**src/rtl/fetch_queue.sv**
```systemverilog
// fetch_queue: N-wide instruction fetch feeding a circular queue towards decode.
// Each cycle FETCH_WIDTH consecutive words are read at pc; the leading run of
// nonzero, in-range words is enqueued in program order. A zero or out-of-range
// word marks end of program and stops fetch until flush or reset.
module fetch_queue #(
  parameter int          FETCH_WIDTH = 2,
  parameter int          DEPTH       = 8,
  parameter int          IMEM_BYTES  = 128,
  parameter logic [31:0] RESET_PC    = 32'h0
) (
  input  logic                             clk,
  input  logic                             rst,
  output logic [31:0]                      imem_addr,
  input  logic [32*FETCH_WIDTH-1:0]        imem_rdata,
  output logic                             fetch_en,
  output logic [FETCH_WIDTH-1:0]           out_valid,
  output logic [32*FETCH_WIDTH-1:0]        out_instr,
  output logic [32*FETCH_WIDTH-1:0]        out_pc,
  input  logic [$clog2(FETCH_WIDTH+1)-1:0] deq_count,
  input  logic                             flush,
  input  logic [31:0]                      redirect_pc,
  output logic                             halted,
  output logic [$clog2(DEPTH+1)-1:0]       occupancy,
  output logic [31:0]                      total_instr_count
);

  localparam int PTR_W = $clog2(DEPTH);
  localparam int OCC_W = $clog2(DEPTH+1);
  localparam int CNT_W = $clog2(FETCH_WIDTH+1);

  // Fetch may proceed only while a full fetch group still fits.
  localparam logic [OCC_W-1:0] OCC_FETCH_MAX = OCC_W'(DEPTH - FETCH_WIDTH);
  localparam logic [CNT_W-1:0] FULL_GROUP    = CNT_W'(FETCH_WIDTH);
  localparam logic [32:0]      MEM_LIMIT     = 33'(IMEM_BYTES);
  localparam logic [31:0]      PC_STEP       = 32'(4*FETCH_WIDTH);

  logic [31:0]      pc_q;
  logic [PTR_W-1:0] head_q;
  logic [PTR_W-1:0] tail_q;
  logic [OCC_W-1:0] occ_q;
  logic             halted_q;
  logic [31:0]      total_q;

  logic [31:0] instr_mem [DEPTH];
  logic [31:0] pc_mem    [DEPTH];

  logic [32:0]            slot_end [FETCH_WIDTH];
  logic [FETCH_WIDTH-1:0] slot_ok;
  logic [CNT_W-1:0]       k;
  logic [OCC_W-1:0]       deq_ext;
  logic [OCC_W-1:0]       eff;
  logic [OCC_W-1:0]       enq_cnt;

  // Per-slot validity: word must be nonzero and lie entirely inside memory.
  always_comb begin
    for (int i = 0; i < FETCH_WIDTH; i++) begin
      slot_end[i] = {1'b0, pc_q} + 33'(4*i + 3);
      slot_ok[i]  = (imem_rdata[32*i +: 32] != 32'h0) && (slot_end[i] < MEM_LIMIT);
    end
  end

  // Length of the leading valid run; scanning downwards leaves the first zero slot.
  always_comb begin
    k = FULL_GROUP;
    for (int i = FETCH_WIDTH-1; i >= 0; i--) begin
      if (!slot_ok[i]) k = CNT_W'(i);
    end
  end

  // Fetch strobe, clamped dequeue amount and enqueue amount for this cycle.
  always_comb begin
    fetch_en = !rst && !halted_q && !flush && (occ_q <= OCC_FETCH_MAX);
    deq_ext  = OCC_W'(deq_count);
    eff      = (deq_ext > occ_q) ? occ_q : deq_ext;
    enq_cnt  = fetch_en ? OCC_W'(k) : '0;
  end

  // Control state: pc, queue pointers, occupancy, halt flag and instruction counter.
  always_ff @(posedge clk) begin
    if (rst) begin
      pc_q     <= RESET_PC;
      head_q   <= '0;
      tail_q   <= '0;
      occ_q    <= '0;
      halted_q <= 1'b0;
      total_q  <= '0;
    end else if (flush) begin
      pc_q     <= redirect_pc;
      head_q   <= '0;
      tail_q   <= '0;
      occ_q    <= '0;
      halted_q <= 1'b0;
    end else begin
      head_q <= head_q + PTR_W'(eff);
      occ_q  <= occ_q + enq_cnt - eff;
      if (fetch_en) begin
        tail_q  <= tail_q + PTR_W'(k);
        total_q <= total_q + 32'(k);
        if (k < FULL_GROUP) begin
          halted_q <= 1'b1;
        end else begin
          pc_q <= pc_q + PC_STEP;
        end
      end
    end
  end

  // Queue storage: write the accepted slots at tail with their addresses.
  always_ff @(posedge clk) begin
    if (fetch_en) begin
      for (int i = 0; i < FETCH_WIDTH; i++) begin
        if (CNT_W'(i) < k) begin
          instr_mem[tail_q + PTR_W'(i)] <= imem_rdata[32*i +: 32];
          pc_mem[tail_q + PTR_W'(i)]    <= pc_q + 32'(4*i);
        end
      end
    end
  end

  // Present the oldest entries to decode; contents beyond occupancy are don't-care.
  always_comb begin
    out_valid = '0;
    out_instr = '0;
    out_pc    = '0;
    for (int i = 0; i < FETCH_WIDTH; i++) begin
      out_valid[i]         = occ_q > OCC_W'(i);
      out_instr[32*i +: 32] = instr_mem[head_q + PTR_W'(i)];
      out_pc[32*i +: 32]    = pc_mem[head_q + PTR_W'(i)];
    end
  end

  assign imem_addr         = pc_q;
  assign halted            = halted_q;
  assign occupancy         = occ_q;
  assign total_instr_count = total_q;

endmodule

```
**config.mk**
```make
export PLATFORM = sky130hd
export DESIGN_NAME = fetch_queue
export DESIGN_NICKNAME = d
export VERILOG_FILES = /design/src/rtl/fetch_queue.sv
export SDC_FILE = /design/constraint.sdc
export NUM_CORES = 1
export LEC_CHECK = 0
export BUFFER_PORTS_ARGS = -buffer_cell sky130_fd_sc_hd__buf_2
export CAP_MARGIN = 20
export CORE_MARGIN = 2
export CORE_UTILIZATION = 62
export CTS_CLUSTER_SIZE = 8
export DETAILED_ROUTE_END_ITERATION = 6
export GPL_ROUTABILITY_DRIVEN = 0
export PLACE_DENSITY_LB_ADDON = 0.05
export SYNTH_ARGS = -nofsm -noshare
export SYNTH_HDL_FRONTEND = slang
export SYNTH_SLANG_ARGS = --single-unit
```
**constraint.sdc**
```tcl
create_clock -name clk -period 26.6 [get_ports clk]
set_input_delay 1.33 -clock clk [delete_from_list [all_inputs] [get_ports clk]]
set_output_delay 1.33 -clock clk [all_outputs]
set_load 0.01 [all_outputs]
```
==> metrics.cfg, run 1 <==
[run_status]
failed_checks=DRC
status=complete, but fails checks

[timing]
finalHoldViolCount=0
post-route-min-period_ns=6.67
holdWs_ns=0.492
maxSlewHeadroom=0.248
maxSlewViolCount=0
clock-skew-final_ns=0.0355
tns_ns=0
setup_viol=0
fin_crit_sh=0.251
rsz0062_at_grt=false
max_freq_ghz=0.150
worstMarginPinSlew_ns=1.13

[clock_network]
tritoncts=yes
cts_buffers=83
cts.sinks=587
clkTransAtPathRegs_ns=0.05
cts-root-buf=clkbuf_16
post-cts-setup-buffers=0
cts_max_level=3
clk_path_buf_depth=3
ctsResizeCount=0
clk_latency_ns=0.64
cts_hold_buf=0

[finish]
area_delta_synth_final_pct=10.7
drive_gt1_frac=0.437
final_nets=2528
final_cells=3128

[global_route]
overflow=0
track_usage=0.323
grt_pass1_vias=22275
grt_pass1_wl_mm=136
grt_max_degree=159
antenna_found_initial=0

[floorplanning]
row_count=85
die_y_um=237
fp.dieArea_sq_um=56100
initial_core_util=0.626
coreArea_sq_um=53700
io_pins=301
dieWidth_um=237

[yosys]
async_reset_ff_frac=0
synth_commonest_cells=edfxtp_1, mux2_2, clkbuf_1, mux4_2, nand2_1
synth_edf_count=512
syn_area_sq_um=33600
ys_top_cells_by_area=edfxtp_1, mux4_2, mux2_2
synthCells=2352
synth.avg_cell_area_sq_um=14.3
yosysSeqAreaShare=0.502
yosys.area.top_type=edfxtp_1
yosysTopAreaCellShare=0.457
ys_ff_latch=587
synth.most_common_cell=edfxtp_1
syn-num-nets=2476
yosysWarnings=0
ys.flop_type=edfxtp_1
ys_types=85

[setup_path]
path_buf_inv=1
worstPathMaxFanout=48
cp-start-kind=flip-flop
worstSetupEndpointType=flip-flop
arrival_ns=6.90
crit_path_cell_trace=nand4_1 > o21ai_0 > o21ai_0 > nor4_1 > nand4_1 > nor4_4 > nand3_1 > o32ai_4 > buf_4
crit_family=compound AO/OA/AOI/OAI gates
crit_slowest_cell=o32ai_4
max_stage_delay_ns=1.04
crit_required_ns=26.83
critPathKind=reg2reg

[worst_hold_path]
hold_path_class=reg2reg

[power_and_ir_drop]
total_power_mw=2.57
swShare=0.271
peakVddDrop_uv=52.4
leakage_nw=12.6
pwr-share-clk=0.374
internal-power_mw=1.87
seqPwrFrac=0.404
p_per_area_nw_per_um2=68.9
comb_power_share=0.222
power_switching_uw=695

[drt]
drtPass1Iterations=7
drc=2
route.detailed.wl_per_inst_um=28.9
vias=21815
wl_mm=90.3
via_per_inst=6.97
drt-initial-drc-count=2388
ant_nets=0

[run]
drv_cap=0

[place]
dpl.hpwl_mm=54.1
portBuffers=300
dp.cells=3011

[worst paths after layout]
kind                                     start                           endpoint  slack (ns)  cells after the start
max                 imem_addr[13]$_SDFFE_PP0P_             pc_mem[5][2]$_DFFE_PP_       19.93                      9
min          total_instr_count[0]$_SDFFE_PP0P_  total_instr_count[0]$_SDFFE_PP0P_        0.49                      2
max reg2reg         imem_addr[13]$_SDFFE_PP0P_             pc_mem[5][2]$_DFFE_PP_       19.93                      9
min reg2reg  total_instr_count[0]$_SDFFE_PP0P_  total_instr_count[0]$_SDFFE_PP0P_        0.49                      2
[flip-flops by register name, summed over array words and instances, names as in the netlist]
name,cells
total_instr_count,32
occupancy,4
instr_mem,256
tail_q,3
halted,1
head_q,3
imem_addr,32
pc_mem,256
[tightest hold or removal path, cell delays in order, from the launching register on]
cell,delay [ns]
dfxtp_1,0.32
nand2_1,0.06
a21oi_1,0.06
[placed cells by master, fill, tap and decap left out, types with 5 or more instances in the layout]
cell type	instances
mux2_2	303
o31ai_1	7
dfxtp_1	72
clkbuf_1	18
edfxtp_1	512
o21ai_0	31
buf_2	300
nor2_1	60
mux2_4	26
mux2i_1	27
xnor2_1	30
nand2_1	89
a31oi_1	10
nor4b_1	6
nand4_1	35
clkbuf_16	84
mux4_2	256
nor4_1	39
or2_2	7
buf_4	36
inv_1	31
a22o_1	20
and2_1	15
and3_1	16
nand3_1	25
and4_1	14
nor4_4	5
a21oi_1	61
or3_1	24
xor2_1	25
o211ai_1	5
ha_1	19
a211oi_1	6
nor2b_1	14
mux2_1	61
nor3_1	26
[per-layer routing]
layer	wire length (um)	global-route usage
met1	34500	0.430
met4	2900	0.119
met3	7400	0.0560
met5	0	0
met2	45500	0.539
[metrics by stage]
stage | area, sq um | utilization | setup slack [ns]
2_1_floorplan | 33600 | - | 18.09
3_3_place_gp | 34900 | 0.649 | 20.43
3_5_place_dp | 34900 | 0.649 | 20.21
4_1_cts | 37200 | 0.692 | 20.14
5_1_grt | 37200 | 0.693 | 19.72
6_report | 37200 | 0.693 | 19.93
[power groups by stage]
stage	Clock (mW)	Combinational, mW	Sequential [mW]
after detailed placement	0	0.566	1.05
after floorplan	0	0.410	1.03
after global placement	0	0.560	1.05
after global routing	1.01	0.603	1.04
after CTS	0.972	0.570	1.04
final	0.959	0.569	1.04
[layout make-up]
class	count	area, sq um
flip-flops and latches	587	16900
inverters	33	124
clock inverters	7	130
well taps	696	871
fillers	3632	16500
multi-input cells	1359	15200
repair buffers	340	1830
clock buffers	102	2170
diodes	4	10.0
[cell families after synthesis]
logic type / share of synthesized area
DFF: 0.502
adders and majority gates: 0.00923
AOI/OAI and AO/OA: 0.0402
and+or+nand+nor: 0.0705
muxes: 0.313
xor gates and xnor gates: 0.0146
buffers and inverters: 0.0506
Power figures use the tool's default switching activity.
==> run 2: changes to the inputs <==
--- a/config.mk
+++ b/config.mk
@@ -8,7 +8,7 @@
 export BUFFER_PORTS_ARGS = -buffer_cell sky130_fd_sc_hd__buf_2
 export CAP_MARGIN = 20
 export CORE_MARGIN = 2
-export CORE_UTILIZATION = 62
+export CORE_UTILIZATION = 55
 export CTS_CLUSTER_SIZE = 8
 export DETAILED_ROUTE_END_ITERATION = 6
 export GPL_ROUTABILITY_DRIVEN = 0
==> constraint.sdc (replaced) <==
create_clock -name clk -period 5.4 [get_ports clk]
set_input_delay 0.27 -clock clk [delete_from_list [all_inputs] [get_ports clk]]
set_output_delay 0.27 -clock clk [all_outputs]
set_load 0.01 [all_outputs]
==> run 2 against run 1 <==
Compared with the run above: the run still ends with DRC left; register-to-register slack got worse by 20 ns; combinational power grew to 5.0 times the previous value; final area up 2.5%; maximum frequency up 34%; sequential cell count is the same; critical path depth up 7; first-iteration DRC count down 14%; highest routed layer is now met5.
==> metrics.cfg, run 2 (synthesis gave the netlist of run 1 again) <==
[drt]
vias=21822
wl_mm=91.6
via_per_inst=6.65
route.detailed.wl_per_inst_um=27.9
drtPass1Iterations=7
drc=23
drt-initial-drc-count=2060
ant_nets=0

[timing]
maxSlewHeadroom=0.221
setup_viol=0
fin_crit_sh=0.923
finalHoldViolCount=0
fin_ws_ns=0.417
rsz0062_at_grt=false
clock-skew-final_ns=0.0189
maxSlewViolCount=0
worstMarginPinSlew_ns=1.17
max_freq_ghz=0.201
holdWs_ns=0.0374
post-route-min-period_ns=4.98

[worst_hold_path]
hold_path_class=in2reg

[global_route]
use_met2=0.493
met1_usage=0.388
grt_max_degree=150
track_usage=0.292
grt-busiest-layer=met2
grtUsageMet3=0.0452
antenna_found_initial=3
grt_pass1_wl_mm=138
grt_pass1_vias=22288
overflow=0

[setup_path]
r2r-start=imem_addr[2]$_SDFFE_PP0P_
reg2regPathDepth=16
crit_path_start=imem_addr[2]$_SDFFE_PP0P_
cp-start-kind=flip-flop
worstSetupEndpointType=flip-flop
r2r-end=total_instr_count[8]$_SDFFE_PP0P_
worstPathMaxFanout=14
crit_required_ns=5.92
arrival_ns=5.50
ff2ff_setup_slack_ns=0.42
critPathKind=reg2reg
cp-endpoint=total_instr_count[8]$_SDFFE_PP0P_

[finish]
final_common_cell=edfxtp_1
area_delta_synth_final_pct=13.5
drive_gt1_frac=0.445
final_nets=2603
stdcell_area_sq_um=38200
fill_cells=4511
top_regs=instr_mem x256, pc_mem x256
mostFrequentLayoutCells=edfxtp_1, mux2_2, buf_2, mux4_2, nand2_1
multi_input_comb_area_sq_um=15200
seq_area_sq_um=16900

[clock_network]
clkTransAtPathRegs_ns=0.05
clk_latency_ns=0.64
tritoncts=yes
cts_buffers=83
cts.sinks=587
clk_path_buf_depth=3
cts-root-buf=clkbuf_16
cts_max_level=3

[power_and_ir_drop]
leakage_nw=13.0
peakVddDrop_uv=388
p_per_area_nw_per_um2=330
total_power_mw=12.6

[floorplanning]
row_count=90
fp.dieArea_sq_um=63100
die_y_um=251
dieWidth_um=251
initial_core_util=0.557
io_pins=301
coreArea_sq_um=60400

[run_status]
status=complete, but fails checks
failed_checks=DRC

[place]
placed_area_sq_um=35600
place_ws_ns=0.273
dpl.hpwl_mm=57.4
portBuffers=300

[run]
drv_cap=0

run 2: what timing repair did:
action                                  4_1_cts  5_1_grt
hold buffers                                 29        0
buffers inserted                              0        0
endpoints found under the setup margin        0      130
resized for setup                             0        3
hold endpoints to repair                     29        0
run 2: worst min-delay path by stage:
stage,from,end,slack [ns],cells after the start
floorplan,redirect_pc[6],imem_addr[6]$_SDFFE_PP0P_,0.39,2
global placement,total_instr_count[14]$_SDFFE_PP0P_,total_instr_count[14]$_SDFFE_PP0P_,0.48,2
detailed placement,redirect_pc[31],imem_addr[31]$_SDFFE_PP0P_,0.48,2
CTS,redirect_pc[4],imem_addr[4]$_SDFFE_PP0P_,0.02,4
global route,redirect_pc[4],imem_addr[4]$_SDFFE_PP0P_,0.04,4
finish,redirect_pc[4],imem_addr[4]$_SDFFE_PP0P_,0.04,4
run 2: routing by layer:
metal | wire [um] | up-vias
met5 | 13 | -
met3 | 5750 | 200
li1 | - | 9422
met2 | 46100 | 905
met1 | 36900 | 11293
met4 | 2750 | 2
run 2: power breakdown:
part / switching [mW] / total [mW] / internal, mW
registers: 0.0977 / 5.07 / 4.97
clock network: 1.89 / 4.64 / 2.75
logic: 1.43 / 2.87 / 1.44
run 2: cell type report:
class	count	share of cell area
tap	782	0.0256
inverter	33	0.00325
multi-input combinational	1359	0.399
clock inverter	7	0.00295
clock buffer	93	0.0557
antenna	6	0.000394
sequential	587	0.443
timing repair buffer	415	0.0706
run 2: critical path, stage by stage, from the launching register on:
cell	delay (ns)
dfxtp_1	0.44
inv_2	0.23
ha_1	0.28
o21ai_0	0.15
a2111oi_1	0.41
buf_4	0.23
mux2_2	0.37
or4_4	0.44
nor4b_4	0.33
and3_1	0.28
buf_4	0.24
nand3_1	0.14
xnor2_1	0.16
ha_1	0.22
a31oi_1	0.55
nor3b_1	0.11
mux2_2	0.29
run 2: metrics by stage:
stage / utilization / instances / TNS [ns]
final: 0.632 / 3282 / 0
after global routing: 0.632 / 3276 / 0
after CTS: 0.631 / 3275 / 0
after detailed placement: 0.589 / 3146 / 0
after global placement: 0.589 / 3146 / 0
after floorplan: - / 2352 / -177.23
